<file path="src/rtl/matriz_pkg.sv">
// matriz_pkg: shared matrix defaults, column active-level encoding and row-word type
package matriz_pkg;
  localparam int N_LIN_PAD = 7;
  localparam int N_COL_PAD = 5;
  typedef enum logic {COL_BAIXO = 1'b0, COL_ALTO = 1'b1} col_ativo_e;
  typedef logic [N_LIN_PAD-1:0] linha_t;
  function automatic int col_w(input int n);
    return (n > 1) ? $clog2(n) : 1;
  endfunction
endpackage

</file>
<file path="src/rtl/matriz_leds_varredura_if.sv">
// matriz_leds_varredura_if: back-buffer write bus from game logic to the scan driver
import matriz_pkg::*;
interface matriz_leds_varredura_if #(
  parameter int N_LIN = N_LIN_PAD,
  parameter int N_COL = N_COL_PAD
);
  logic wr_en;
  logic [col_w(N_COL)-1:0] wr_col;
  logic [N_LIN-1:0] wr_data;
  logic [N_LIN-1:0] wr_blink;
  modport master (output wr_en, wr_col, wr_data, wr_blink);
  modport slave (input wr_en, wr_col, wr_data, wr_blink);
endinterface

</file>
<file path="src/rtl/gerador_tick.sv">
// gerador_tick: prescaler counting 0..PRESC-1 while enabled, tick on the last count
module gerador_tick #(
  parameter int PRESC = 65536
) (
  input  logic clock,
  input  logic reset,
  input  logic enable,
  output logic tick
);
  localparam int W = $clog2(PRESC);
  logic [W-1:0] cnt;
  assign tick = enable && cnt == W'(PRESC - 1);
  always_ff @(posedge clock)
    cnt <= (reset || !enable || tick) ? '0 : cnt + 1'b1;
endmodule

</file>
<file path="src/rtl/matriz_leds_varredura.sv">
// matriz_leds_varredura: double-buffered N_LIN x N_COL LED matrix column scanner
// Optional blink plane enabled by defining MATRIZ_BLINK_EN.
import matriz_pkg::*;
module matriz_leds_varredura #(
  parameter int   N_LIN     = N_LIN_PAD,
  parameter int   N_COL     = N_COL_PAD,
  parameter int   PRESC     = 65536,
  parameter logic COL_ATIVO = COL_BAIXO,
  parameter int   BLINK_FR  = 32
) (
  input  logic                     clock,
  input  logic                     reset,
  input  logic                     enable,
  matriz_leds_varredura_if.slave   wr,
  output logic [N_LIN-1:0]         linhas,
  output logic [N_COL-1:0]         colunas,
  output logic                     frame_start
);
  localparam int CW = col_w(N_COL);
  logic [N_LIN-1:0] back [N_COL];
  logic [N_LIN-1:0] front [N_COL];
  logic [N_LIN-1:0] back_nxt [N_COL];
  logic [CW-1:0] col_idx, col_nxt;
  logic [N_COL-1:0] col_sel;
  logic [N_LIN-1:0] lin_nxt, lin_out;
  logic scan, tick, wrap;
  gerador_tick #(.PRESC(PRESC)) u_tick (
    .clock (clock),
    .reset (reset),
    .enable(enable),
    .tick  (tick)
  );
  // scan=0 means nothing driven yet, so the first tick lands on column 0 and commits
  always_comb begin
    for (int i = 0; i < N_COL; i++)
      back_nxt[i] = (wr.wr_en && wr.wr_col == CW'(i)) ? wr.wr_data : back[i];
    col_nxt = (!scan || col_idx == CW'(N_COL - 1)) ? '0 : col_idx + 1'b1;
    wrap = col_nxt == '0;
    for (int j = 0; j < N_COL; j++)
      col_sel[j] = (col_nxt == CW'(j)) ? COL_ATIVO : ~COL_ATIVO;
    lin_nxt = wrap ? back_nxt[0] : front[col_nxt];
  end
`ifdef MATRIZ_BLINK_EN
  localparam int FW = $clog2(BLINK_FR + 1);
  logic [N_LIN-1:0] back_blk [N_COL];
  logic [N_LIN-1:0] front_blk [N_COL];
  logic [N_LIN-1:0] blk_nxt [N_COL];
  logic [N_LIN-1:0] mask;
  logic [FW-1:0] fcnt, fcnt_nxt;
  logic phase, phase_nxt, ph;
  // fcnt counts frames shown in the current phase; the frame that reaches BLINK_FR+1 flips it
  always_comb begin
    for (int i = 0; i < N_COL; i++)
      blk_nxt[i] = (wr.wr_en && wr.wr_col == CW'(i)) ? wr.wr_blink : back_blk[i];
    phase_nxt = (fcnt == FW'(BLINK_FR)) ? ~phase : phase;
    fcnt_nxt = (fcnt == FW'(BLINK_FR)) ? FW'(1) : fcnt + 1'b1;
    mask = wrap ? blk_nxt[0] : front_blk[col_nxt];
    ph = wrap ? phase_nxt : phase;
    lin_out = ph ? (lin_nxt & ~mask) : lin_nxt;
  end
  always_ff @(posedge clock) begin
    if (reset) begin
      for (int i = 0; i < N_COL; i++) begin
        back_blk[i] <= '0;
        front_blk[i] <= '0;
      end
      phase <= 1'b0;
      fcnt <= '0;
    end else begin
      for (int i = 0; i < N_COL; i++)
        back_blk[i] <= blk_nxt[i];
      if (!enable) begin
        for (int i = 0; i < N_COL; i++)
          front_blk[i] <= blk_nxt[i];
        phase <= 1'b0;
        fcnt <= '0;
      end else if (tick && wrap) begin
        for (int i = 0; i < N_COL; i++)
          front_blk[i] <= blk_nxt[i];
        phase <= phase_nxt;
        fcnt <= fcnt_nxt;
      end
    end
  end
`else
  logic unused_blk;
  assign unused_blk = ^{wr.wr_blink, 1'(BLINK_FR)};
  assign lin_out = lin_nxt;
`endif
  always_ff @(posedge clock) begin
    if (reset) begin
      for (int i = 0; i < N_COL; i++) begin
        back[i] <= '0;
        front[i] <= '0;
      end
      col_idx <= '0;
      scan <= 1'b0;
      linhas <= '0;
      colunas <= {N_COL{~COL_ATIVO}};
      frame_start <= 1'b0;
    end else begin
      for (int i = 0; i < N_COL; i++)
        back[i] <= back_nxt[i];
      frame_start <= tick && wrap;
      if (!enable) begin
        for (int i = 0; i < N_COL; i++)
          front[i] <= back_nxt[i];
        col_idx <= '0;
        scan <= 1'b0;
        linhas <= '0;
        colunas <= {N_COL{~COL_ATIVO}};
      end else if (tick) begin
        if (wrap)
          for (int i = 0; i < N_COL; i++)
            front[i] <= back_nxt[i];
        col_idx <= col_nxt;
        scan <= 1'b1;
        linhas <= lin_out;
        colunas <= col_sel;
      end
    end
  end
endmodule

</file>
<file path="src/flat_wrapper.sv">
// flat-port wrapper written by rule: the top's interface ports become plain ports
module matriz_leds_varredura_flat 
#(
  parameter int   N_LIN     = N_LIN_PAD,
  parameter int   N_COL     = N_COL_PAD,
  parameter int   PRESC     = 65536,
  parameter logic COL_ATIVO = COL_BAIXO,
  parameter int   BLINK_FR  = 32
)
  (clock, reset, enable, linhas, colunas, frame_start, wr_wr_en, wr_wr_col, wr_wr_data, wr_wr_blink);
  matriz_leds_varredura_if #(.N_LIN(N_LIN), .N_COL(N_COL)) wr_i ();
  input  logic clock;
  input  logic reset;
  input  logic enable;
  output logic [N_LIN-1:0] linhas;
  output logic [N_COL-1:0] colunas;
  output logic frame_start;
  input wire logic [$bits(wr_i.wr_en)-1:0] wr_wr_en;
  input wire logic [$bits(wr_i.wr_col)-1:0] wr_wr_col;
  input wire logic [$bits(wr_i.wr_data)-1:0] wr_wr_data;
  input wire logic [$bits(wr_i.wr_blink)-1:0] wr_wr_blink;
  assign wr_i.wr_en = wr_wr_en;
  assign wr_i.wr_col = wr_wr_col;
  assign wr_i.wr_data = wr_wr_data;
  assign wr_i.wr_blink = wr_wr_blink;
  matriz_leds_varredura #(.N_LIN(N_LIN), .N_COL(N_COL), .PRESC(PRESC), .COL_ATIVO(COL_ATIVO), .BLINK_FR(BLINK_FR)) u_core (.clock(clock), .reset(reset), .enable(enable), .wr(wr_i), .linhas(linhas), .colunas(colunas), .frame_start(frame_start));
endmodule
</file>
<file path="config.mk">
export PLATFORM = sky130hd
export DESIGN_NAME = matriz_leds_varredura_flat
export DESIGN_NICKNAME = d
export VERILOG_FILES = /design/src/rtl/matriz_pkg.sv /design/src/rtl/matriz_leds_varredura_if.sv /design/src/rtl/gerador_tick.sv /design/src/rtl/matriz_leds_varredura.sv /design/src/flat_wrapper.sv
export SDC_FILE = /design/constraint.sdc
export NUM_CORES = 1
export LEC_CHECK = 0
export CAP_MARGIN = 0
export CORE_ASPECT_RATIO = 1.1
export CORE_UTILIZATION = 58
export DETAILED_ROUTE_END_ITERATION = 16
export PLACE_DENSITY = 0.77
export SKIP_LAST_GASP = 1
export SLEW_MARGIN = 15
export SYNTH_ARGS = -nofsm -noshare
export SYNTH_HDL_FRONTEND = slang
export SYNTH_SLANG_ARGS = --single-unit
export TNS_END_PERCENT = 50
</file>
<file path="constraint.sdc">
create_clock -name clock -period 6.15 [get_ports clock]
set_input_delay 0.615 -clock clock [delete_from_list [all_inputs] [get_ports clock]]
set_output_delay 0.615 -clock clock [all_outputs]
set_load 0.005 [all_outputs]
</file>
==> run summary <==
Antenna Cells -> 0
CTS tree -> built
Worst skew pair latency -> 0.37 ns
Asr flop ratio synth -> 0%
Die width -> 85.69 um
Drt drc -> 0
# resized after CTS -> 0
Synth top area cells -> dfxtp_1, edfxtp_1, mux2i_1
Period utilisation layout -> 59.86%
Die H -> 94.06 um
Finish-stage setup viols -> 0
Design area -> 0.004965 mm^2
Grt total ovfl -> 0
Global-route wire length before repair -> 14,380 um
R2R setup slack -> 2.47 ns
CTS max path bufs -> 2
Critical Path AT -> 3.81 ns
Pin count of the biggest net entering global routing -> 45
Final wirelength -> 8717 um
Cell variety after synth -> 54
Status -> finished clean
Setup crit start kind -> register
Dpl cell area -> 0.004741 mm^2
RSZ-0062 raised after global routing -> false
Least-Margin Pin Slew -> 1.027 ns
Post-synthesis register bit count -> 103
Synth Area in Compound Gates -> 7.365%
LEAKAGE -> 1.795 nW
WS Path Type -> reg -> reg
Initial antenna violation count -> 0
Cells on worst reg2reg path -> 6
Worst Hold Class -> reg -> reg
Via/cell ratio -> 5.627
Multi-input gate area -> 0.001901 mm^2
Top Usage Layer GRT -> met2
Dpl hpwl -> 5692 um
Met3 GRT Util -> 4.218%
Slew headroom -> 31.04%
XOR/XNOR Fraction of Synth Area -> 2.744%
Antenna viol nets, final -> 0
Simple-gate share of the synthesized area -> 21.37%
Worst Hold Path EP -> u_core.colunas[3]
Period minus WS final -> 3.681 ns
Root buf cell -> clkbuf_8
# nets final -> 466
Area share of fa/ha/maj cells after synthesis -> 0.8401%
EDFF count, synth -> 35
H-tree levels -> 3
CTS clk-pin slew, worst paths -> 0.09 ns
Largest family of logic cells by synthesized area -> simple AND/OR/NAND/NOR gates
FMAX -> 0.2717 GHz
Slew Limit Fails -> 0
Net Count, Synth -> 449
Via count -> 3,106
Hold Crit Start -> u_core.colunas[3]
Postcts setup bufs -> 0
Maxcap violations -> 0
Main synth FF type -> dfxtp_1
P&R area growth vs syn -> 11.12%
Mux cell area share after synthesis -> 9.493%
Pwr dens -> 246.3 mW/mm^2
Row cnt -> 33
Number of global-route vias before repair -> 2,979
Initial Util -> 59.79%
Core Util, Final -> 66.43%
Worst r2r src -> u_core.col_idx[0]
CP endpoint kind -> register
CP max FO -> 35
CORE AREA -> 0.007473 mm^2
Final Hold Fails -> 0
CTS buffer count -> 9
Most frequent cells in the layout -> dfxtp_1, nor2_1, mux2i_1
Drt pass-1 iters -> 4
Share of layout cells above drive strength 1 -> 9.843%
Syn Area/Cell -> 10.51 um^2
GPL Wtd Cong -> 0.7498
Netlist Area Pre-Place -> 0.004468 mm^2
Die area -> 0.008059 mm^2
DRT iter0 DRCs -> 272
Crit. Startpoint -> u_core.col_idx[0]
Mapped Cells -> 425
Max VDD drop -> 0.2284 mV
Synth area leader -> dfxtp_1
Port Buf Inserts -> 26
GRT Overall Usage -> 23.41%
Final TNS setup -> 0 ns
Ports -> 34
Clock sink total -> 103
Fin Hold WS -> 0.4709 ns
Worst r2r dst -> u_core.front[0][5]
Met1 Usage GRT -> 30.79%
Register area -> 0.002412 mm^2
Ys Warns -> 0
Wire per inst -> 15.79 um
Hold path cells -> 2
Commonest non-fill, non-tap cell in the layout -> dfxtp_1
Met2 GRT Util -> 37.73%
Worst path required time -> 6.28 ns
# hold bufs at CTS -> 0
Worst clock skew -> 0.01045 ns
Post-synthesis sequential area ratio -> 53.99%
Yosys top cell area share -> 30.47%
Filler Cell Count -> 585
[sequential cells by signal (all words and copies together) (netlist names)]
register            cells
u_core.back            35
u_core.colunas          5
u_core.u_tick.cnt      16
u_core.scan             1
u_core.col_idx          3
u_core.frame_start      1
u_core.front           35
u_core.linhas           7
[metrics by stage]
step | std cells | power [mW] | worst slack [ns]
2_1_floorplan | 425 | 0.7741 | 1.501
3_3_place_gp | 536 | 0.7988 | 2.405
3_5_place_dp | 536 | 0.8002 | 2.388
4_1_cts | 552 | 1.229 | 2.365
5_1_grt | 552 | 1.266 | 2.282
6_report | 552 | 1.223 | 2.469
[logic make-up after synthesis]
kind of cell    after synthesis
compound gates               52
xor+xnor                     14
fa+ha+maj                     3
simple gates                182
mux                          42
buf+inv                      29
flops                       103
[metal layers]
metal	up-vias	routed length, um
met3	23	380
met1	1470	4022
li1	1532	-
met4	0	180
met2	81	4133
met5	-	0
[critical path, cell delays in order (launching register included)]
cell	delay, ns
dfxtp_1	0.64
clkinv_1	0.42
ha_1	0.96
nor2b_2	0.17
a21oi_2	0.62
o21ai_4	0.35
and2_1	0.26
[power breakdown]
part           switching (mW)  internal (mW)
combinational          0.0367         0.0241
sequential            0.00544          0.719
clock                   0.225          0.212
[worst max path at each step]
stage | endpoint | cells past startpoint
floorplan | u_core.front[0][0] | 8
global placement | u_core.front[0][5] | 6
detailed placement | u_core.front[0][5] | 6
CTS | u_core.front[0][5] | 6
global route | u_core.front[0][5] | 6
finish | u_core.front[0][5] | 6
[cell usage after synthesis (2+ instances only)]
cell type	instances
a21oi_1	15
a21oi_2	2
and2_1	36
and3_2	2
and4_2	2
and4_4	2
buf_2	7
buf_4	3
buf_6	3
clkbuf_1	5
clkbuf_2	4
clkbuf_8	2
dfxtp_1	68
edfxtp_1	35
ha_1	3
inv_1	3
mux2_2	3
mux2i_1	39
nand2_1	20
nand3_1	14
nand4_1	12
nor2_1	67
nor2b_1	2
nor3_1	9
nor4bb_1	2
o211ai_1	3
o21ai_0	15
o21ai_1	2
o21ai_2	2
o221ai_1	4
o311ai_0	4
xnor2_1	8
xor2_1	6
[layout make-up]
type | count | area share, %
clock buffers | 12 | 3.125
multi-input cells | 293 | 38.28
flip-flops and latches | 103 | 48.59
clock inverters | 4 | 1.058
well taps | 105 | 2.646
repair buffers | 31 | 5.998
inverters | 4 | 0.3024
No activity file was read; power rests on OpenSTA's default activity.
